$ cat src/rtl/pc_jump_unit.sv
// ---------------------------------------------------------------------------
// pc_jump_unit
//   Program counter with a run-time writable jump-target table. A jump is
//   either relative (pc + signed table entry, modulo 2**D) or absolute
//   (pc = table entry). Supplies the instruction ROM address and is steered
//   by the control decoder.
//
// Parameters
//   D        PC / table-entry width (offsets are two's complement)
//   A        table address width
//   DEPTH    implemented table entries (DEPTH <= 2**A)
//   START_PC PC value loaded on reset and on start
//
// Ports
//   clk        rising-edge clock
//   reset      asynchronous, active-high reset
//   start      launch program from START_PC (honoured in IDLE or HALTED)
//   halt_req   stop execution, PC frozen
//   stall      hold PC this cycle
//   jump_en    take the jump selected by jump_addr
//   jump_abs   1 = absolute target, 0 = relative offset
//   jump_addr  table entry used by this jump
//   lut_we     table write enable
//   lut_waddr  table write address
//   lut_wdata  table write data
//   pc         current program counter (registered)
//   target     combinational table read of jump_addr
//   running    1 while in RUN (registered)
//   done       1 while in HALTED (registered)
//   wrap       1-cycle flag: last PC update wrapped modulo 2**D (registered)
// ---------------------------------------------------------------------------
module pc_jump_unit #(
    parameter int unsigned D        = 12,
    parameter int unsigned A        = 6,
    parameter int unsigned DEPTH    = 64,
    parameter int unsigned START_PC = 0
) (
    input  logic         clk,
    input  logic         reset,
    input  logic         start,
    input  logic         halt_req,
    input  logic         stall,
    input  logic         jump_en,
    input  logic         jump_abs,
    input  logic [A-1:0] jump_addr,
    input  logic         lut_we,
    input  logic [A-1:0] lut_waddr,
    input  logic [D-1:0] lut_wdata,
    output logic [D-1:0] pc,
    output logic [D-1:0] target,
    output logic         running,
    output logic         done,
    output logic         wrap
);

    // Full 2**A address space is declared so every address indexes cleanly;
    // only entries below DEPTH are ever written or read back.
    localparam int unsigned ENTRIES = 1 << A;
    // Relative sum carries two extra bits so the true signed result is exact.
    localparam int unsigned SW      = D + 2;
    localparam int unsigned DP1     = D + 1;
    localparam logic [D-1:0] START  = D'(START_PC);

    typedef enum logic [1:0] {
        S_IDLE,
        S_RUN,
        S_HALTED
    } state_t;

    state_t        state_q, state_d;
    logic [D-1:0]  pc_q, pc_d;
    logic          wrap_q, wrap_d;
    logic          running_q, running_d;
    logic          done_q, done_d;
    logic [D-1:0]  lut_q [ENTRIES];

    logic [SW-1:0] rel_sum;
    logic [D:0]    inc_sum;
    logic          waddr_ok;

    // Table read; addresses at or beyond DEPTH read as zero.
    always_comb begin
        target = '0;
        if (32'(jump_addr) < DEPTH) begin
            target = lut_q[jump_addr];
        end
    end

    assign waddr_ok = (32'(lut_waddr) < DEPTH);

    // Unbounded pc + signed entry; any nonzero top bit means the result left
    // [0, 2**D-1] (carry-out or borrow past zero).
    assign rel_sum = {2'b00, pc_q} + {{2{target[D-1]}}, target};
    assign inc_sum = {1'b0, pc_q} + DP1'(1);

    // Next-state and output decode.
    always_comb begin
        state_d   = state_q;
        pc_d      = pc_q;
        wrap_d    = 1'b0;
        running_d = running_q;
        done_d    = done_q;
        case (state_q)
            S_IDLE, S_HALTED: begin
                if (start) begin
                    state_d   = S_RUN;
                    pc_d      = START;
                    running_d = 1'b1;
                    done_d    = 1'b0;
                end
            end
            S_RUN: begin
                if (halt_req) begin
                    state_d   = S_HALTED;
                    running_d = 1'b0;
                    done_d    = 1'b1;
                end else if (stall) begin
                    pc_d = pc_q;
                end else if (jump_en) begin
                    if (jump_abs) begin
                        pc_d = target;
                    end else begin
                        pc_d   = rel_sum[D-1:0];
                        wrap_d = |rel_sum[SW-1:D];
                    end
                end else begin
                    pc_d   = inc_sum[D-1:0];
                    wrap_d = inc_sum[D];
                end
            end
            default: begin
                state_d   = S_IDLE;
                running_d = 1'b0;
                done_d    = 1'b0;
            end
        endcase
    end

    // State, outputs and table storage.
    always_ff @(posedge clk or posedge reset) begin
        if (reset) begin
            state_q   <= S_IDLE;
            pc_q      <= START;
            wrap_q    <= 1'b0;
            running_q <= 1'b0;
            done_q    <= 1'b0;
            for (int unsigned i = 0; i < ENTRIES; i++) begin
                lut_q[A'(i)] <= '0;
            end
        end else begin
            state_q   <= state_d;
            pc_q      <= pc_d;
            wrap_q    <= wrap_d;
            running_q <= running_d;
            done_q    <= done_d;
            // Write lands on this edge; a same-edge jump already used the old value.
            if (lut_we && waddr_ok) begin
                lut_q[lut_waddr] <= lut_wdata;
            end
        end
    end

    assign pc      = pc_q;
    assign wrap    = wrap_q;
    assign running = running_q;
    assign done    = done_q;

endmodule

$ cat config.mk
export PLATFORM = sky130hd
export DESIGN_NAME = pc_jump_unit
export DESIGN_NICKNAME = d
export VERILOG_FILES = /design/src/rtl/pc_jump_unit.sv
export SDC_FILE = /design/constraint.sdc
export NUM_CORES = 2
export LEC_CHECK = 0
export ABC_AREA = 1
export CORE_MARGIN = 2
export CORE_UTILIZATION = 64
export DETAILED_ROUTE_END_ITERATION = 12
export DONT_BUFFER_PORTS = 1
export GPL_ROUTABILITY_DRIVEN = 0
export PLACE_DENSITY = 0.8
export SLEW_MARGIN = 20
export SYNTH_ARGS = -nofsm -noshare
export SYNTH_HDL_FRONTEND = slang
export SYNTH_SLANG_ARGS = --single-unit
$ cat constraint.sdc
create_clock -name clk -period 27 [get_ports clk]
set_input_delay 1.35 -clock clk [delete_from_list [all_inputs] [get_ports clk]]
set_output_delay 1.35 -clock clk [all_outputs]
set_load 0.02 [all_outputs]
* Word-level counts from Yosys, hierarchy flattened
Index checks and enable logic that the tools add are counted.
Word-level totals: register bits after elaboration 785, input port bits 32
Operators by class: $add $sub $neg 2, magnitude comparators 3, equal/unequal tests 6, muxes and demuxes 26, bitwise logic cells 2, reductions and logical operators 7
Operators by type and width (number):
- $bwmux W768 | 1
- $mux W12 | 8
- $bmux W12 S6 | 1
- $demux W12 S6 | 1
- $pmux W12 S2 | 1
- $add A13 B12 Y14 | 1
- $ge A7 B7 Y1 const B | 2
- $not A6 Y7 | 2
- $add A12 B1 Y13 const B | 1
- $mux W1 | 9
- $ne A2 B2 Y1 const B | 4
- $lt A7 B1 Y1 const B | 1
- $mux W2 | 2
- $pmux W1 S2 | 2
- $pmux W2 S2 | 1
- $reduce_and A4 Y1 | 1
- $reduce_or A2 Y1 | 2
- $eq A2 B1 Y1 const B | 1
- $eq A2 B2 Y1 const B | 1
- $logic_not A2 Y1 | 1
- $reduce_and A2 Y1 | 1
- $reduce_bool A2 Y1 | 1
- $logic_and A1 B1 Y1 | 1

* Depth between registers and ports, before layout
word-level depth 11, gate-level depth with buffers 25, gate-level depth less buffers 22

* Worst setup path after synthesis
Ideal clock, no wire load.
path type input to register, start input jump_addr[0], end register pc_q[8] (netlist: pc[8]), arrival 4204 ps, data required time 26883 ps, path slack 22680 ps, stages 24, path buffers 3, cells stage by stage buf_4 -> buf_2 -> clkbuf_1 -> nand2_1 -> nand3_1 -> nand3_1 -> nand2_1 -> nand2_1 -> nand2_1 -> o211ai_1 -> nand2_1 -> ha_1 -> fa_1 -> nand3_1 -> nand2_1 -> a21boi_0 -> o21ai_0 -> or2_2 -> nand3_1 -> nand2_1 -> inv_1 -> nand2_1 -> nand2_1 -> nand2_1
Between the ends: word-level cells in the longest chain between the ends 10
RTL lines:
- start, declared | RTL line 45 | input logic [A-1:0] jump_addr,
- $not A6 Y7 (implied by the code) | RTL line 85 | target = lut_q[jump_addr];
- $bmux W12 S6 | RTL line 85
- $mux W12 (implied by the code) (2 in a row) | RTL line 85
- net target[0] | RTL line 50 | output logic [D-1:0] target,
- $add A13 B12 Y14 | RTL line 93 | assign rel_sum = {2'b00, pc_q} + {{2{target[D-1]}}, target};
- $mux W12 | RTL line 120 | if (jump_abs) begin
- $mux W12 | RTL line 119 | end else if (jump_en) begin
- $mux W12 | RTL line 117 | end else if (stall) begin
- $mux W12 | RTL line 113 | if (halt_req) begin
- $pmux W12 S2 | RTL line 103 | case (state_q)
- end signal, assigned | RTL line 152 | pc_q <= pc_d;
- end, declared | RTL line 71 | logic [D-1:0] pc_q, pc_d;
The timed path passes the listed nets, and every way through them passes these cells. The select of a mux whose other input is x is not followed. A chain may end at the register's enable or synchronous reset.

* Worst setup path after layout
start input jump_addr[0], end output target[11]
Between the ends: word-level cells in the longest chain between the ends 4
RTL lines (RTL line):
- $not A6 Y7 (implied by the code) | 85
- $bmux W12 S6 | 85
- $mux W12 (implied by the code) (2 in a row) | 85
- end, declared | 50
No other way between the ends. The select of a mux whose other input is x is not followed.

==> impl_metrics.env <==
export IMPL_finish_net_count=4452
export IMPL_netlist_area_sq_um=36500
export IMPL_worst_r2r_cell_count=21
export IMPL_grt_pass1_vias=30000
export IMPL_ctsHtreeMaxLevel=3
export IMPL_worstMarginPinSlew_ns=1.19
export IMPL_diodes=0
export IMPL_yosys_warnings=0
export IMPL_finalHoldViolCount=0
export IMPL_synthCells=4656
export IMPL_initial_core_util_pct=64.7
export IMPL_pwr_share_clk_pct=38.6
export IMPL_place_detailed_instances=5079
export IMPL_drtPass1Iterations=6
export IMPL_grt_pass1_wl_mm=168
export IMPL_dpl_worst_slack_ns=20.85
export IMPL_critPathKind="input pin to output port"
export IMPL_crit_path_max_fanout=385
export IMPL_switchingPower_uw=807
export IMPL_area_growth_pct=6.46
export IMPL_placed_area_sq_um=36200
export IMPL_p_int_mw=2.11
export IMPL_slew_viol_final=0
export IMPL_start_kind="input pin"
export IMPL_cts_resized=0
export IMPL_fin_skew_ns=0.0260
export IMPL_grt_ovfl_total=0
export IMPL_fin_crit_ns=5.98
export IMPL_design_area_sq_um=38800
export IMPL_setup_tns_ns=0
export IMPL_via_count=31900
export IMPL_grt_max_degree=386
export IMPL_postSynthAreaPerCell_sq_um=7.84
export IMPL_ant_nets=0
export IMPL_arrival_ns=4.63
export IMPL_combPwrFrac_pct=12.6
export IMPL_slew_headroom_pct=20.5
export IMPL_switching_share_pct=27.7
export IMPL_outcome="finished clean"
export IMPL_cts_setup_buffers=0
export IMPL_place_hpwl_mm=57.4
export IMPL_leakagePower_nw=18.1
export IMPL_cts_root_buf="clkbuf_16"
export IMPL_synth_seq_cells=784
export IMPL_core_area_sq_um=56400
export IMPL_yosys_cell_types_count=28
export IMPL_hold_path_class="flip-flop to flip-flop"
export IMPL_rsz0062_at_grt="false"
export IMPL_path_clk_slew_ns=0.06
export IMPL_fin_cells=5224
export IMPL_drc_errors=0
export IMPL_cts_hold_buffers_added=0
export IMPL_worstSetupEndpointType="output port"
export IMPL_wl_per_cell_um=20.1
export IMPL_grt_use_total_pct=36.0
export IMPL_die_h_um=243
export IMPL_antenna_found_initial=0
export IMPL_drive_above_1_share_pct=4.05
export IMPL_port_buffer_count=0
export IMPL_clock_sinks=784
export IMPL_rows=87
export IMPL_first_iter_violations=4316
export IMPL_worstSkewPairLatency_ns=0.65
export IMPL_syn_num_nets=4703
export IMPL_cts_tree="done"
export IMPL_required_ns=25.65
export IMPL_min_path_cells=2
export IMPL_setup_violations=0
export IMPL_dieArea_sq_um=58900
export IMPL_p_seq_share_pct=48.8
export IMPL_fillers=4583
export IMPL_powerDensity_nw_per_um2=75.1
export IMPL_wirelength_mm=105
export IMPL_ios=59
export IMPL_fmax_mhz=167
export IMPL_die_width_um=243
export IMPL_cts_made_buffers=80
export IMPL_cts_buffer_depth=3
export IMPL_maxCapViolations=0
export IMPL_min_period_over_period_pct=22.1
export IMPL_ir_drop_v=0.0000586
export IMPL_yosysSeqAreaShare_pct=53.8
export IMPL_vias_per_cell=6.11
export IMPL_fin_ws_ns=21.02
[cell type report]
class | count | area (sq um) | share of cell area, %
Timing Repair Buffer | 37 | 307 | 0.789
Tap cell | 756 | 946 | 2.44
Clock buffer | 121 | 2360 | 6.07
Clock inverter | 24 | 299 | 0.770
Sequential cell | 784 | 19600 | 50.5
Multi-Input combinational cell | 3447 | 15100 | 38.8
Inverter | 55 | 228 | 0.586
[synthesized netlist by cell type (all sizes together)]
| cell | instances | share of area [%] |
|---|---|---|
| o22ai | 1 | 0.017 |
| and2 | 1 | 0.021 |
| buf | 173 | 2.3 |
| clkbuf | 197 | 2.0 |
| nand4 | 4 | 0.069 |
| xnor2 | 6 | 0.14 |
| nor3 | 11 | 0.15 |
| ha | 14 | 0.48 |
| a21oi | 42 | 0.58 |
| a31oi | 1 | 0.017 |
| a21o | 2 | 0.041 |
| o21bai | 1 | 0.021 |
| fa | 1 | 0.055 |
| clkinv | 14 | 0.14 |
| or2 | 4 | 0.069 |
| o21ai | 781 | 11 |
| inv | 41 | 0.42 |
| dfrtp | 784 | 54 |
| and3 | 1 | 0.017 |
| xor2 | 6 | 0.14 |
| nor2 | 29 | 0.30 |
| a21boi | 1 | 0.021 |
| o211ai | 18 | 0.37 |
| nand2 | 1890 | 19 |
| nand3 | 633 | 8.7 |
[state kept, by name, summed over array words and instances, names as in the netlist]
signal,flops
running,1
state_q,1
wrap,1
pc,12
done,1
lut_q,768
[metrics by stage]
stage | hold slack, ns | utilization (%) | power [mW]
floorplan | 0.453 | - | 1.71
global placement | 0.465 | 64.2 | 1.78
detailed placement | 0.473 | 64.2 | 1.80
CTS | 0.487 | 68.9 | 2.92
global route | 0.499 | 68.9 | 3.04
finish | 0.481 | 68.9 | 2.92
[routing by layer]
metal | global-route usage (%) | up-vias | wire length, um | share of wire, %
li1 | - | 14700 | - | -
met3 | 8.25 | 270 | 11100 | 11
met1 | 51.0 | 15300 | 43000 | 41
met5 | 0 | - | 0 | 0
met4 | 15.6 | 0 | 4920 | 4.7
met2 | 53.6 | 1624 | 46200 | 44
[placed cells by master (no fill, tap or decap), types with 22 or more instances in the layout]
master	n
inv_1	38
clkbuf_1	22
a21oi_1	42
o21ai_0	781
clkbuf_16	81
nor2_1	29
nand2_1	1890
buf_4	34
nand3_1	633
dfrtp_1	784
[path summary, 6_finish.rpt]
| check | start | endpoint | slack (ns) |
|---|---|---|---|
| setup / recovery | jump_addr[0] | target[11] | 21.02 |
| hold / removal | lut_q[698] | lut_q[698] | 0.48 |
| setup reg to reg | lut_q[744] | pc[8] | 23.23 |
| hold reg to reg | lut_q[698] | lut_q[698] | 0.48 |
| max in group asynchronous | reset | lut_q[350] | 23.83 |
| min in group asynchronous | reset | lut_q[611] | 0.76 |
[critical path, cell delays in order]
cell and delay [ns]:
inv_8 0.72, buf_12 0.59, buf_4 0.68, nand2_1 0.10, nand3_1 0.10, nand3_1 0.09, nand2_1 0.10, nand2_1 0.05
nand3_1 0.16, nand3_1 0.17, nand2_1 0.32
[cells by family after synthesis]
group	synth area share (%)
buffers and inverters	4.87
adders and majority gates	0.535
and+or+nand+nor	28.8
xor gates and xnor gates	0.288
DFF	53.8
AOI/OAI and AO/OA	11.8
[power groups by stage]
stage / registers (mW) / clock network, mW / logic (mW)
3_3_place_gp: 1.43 / 0 / 0.347
5_1_grt: 1.44 / 1.18 / 0.424
4_1_cts: 1.42 / 1.13 / 0.365
2_1_floorplan: 1.42 / 0 / 0.291
6_report: 1.42 / 1.13 / 0.368
3_5_place_dp: 1.44 / 0 / 0.362
Power figures use the tool's default switching activity.
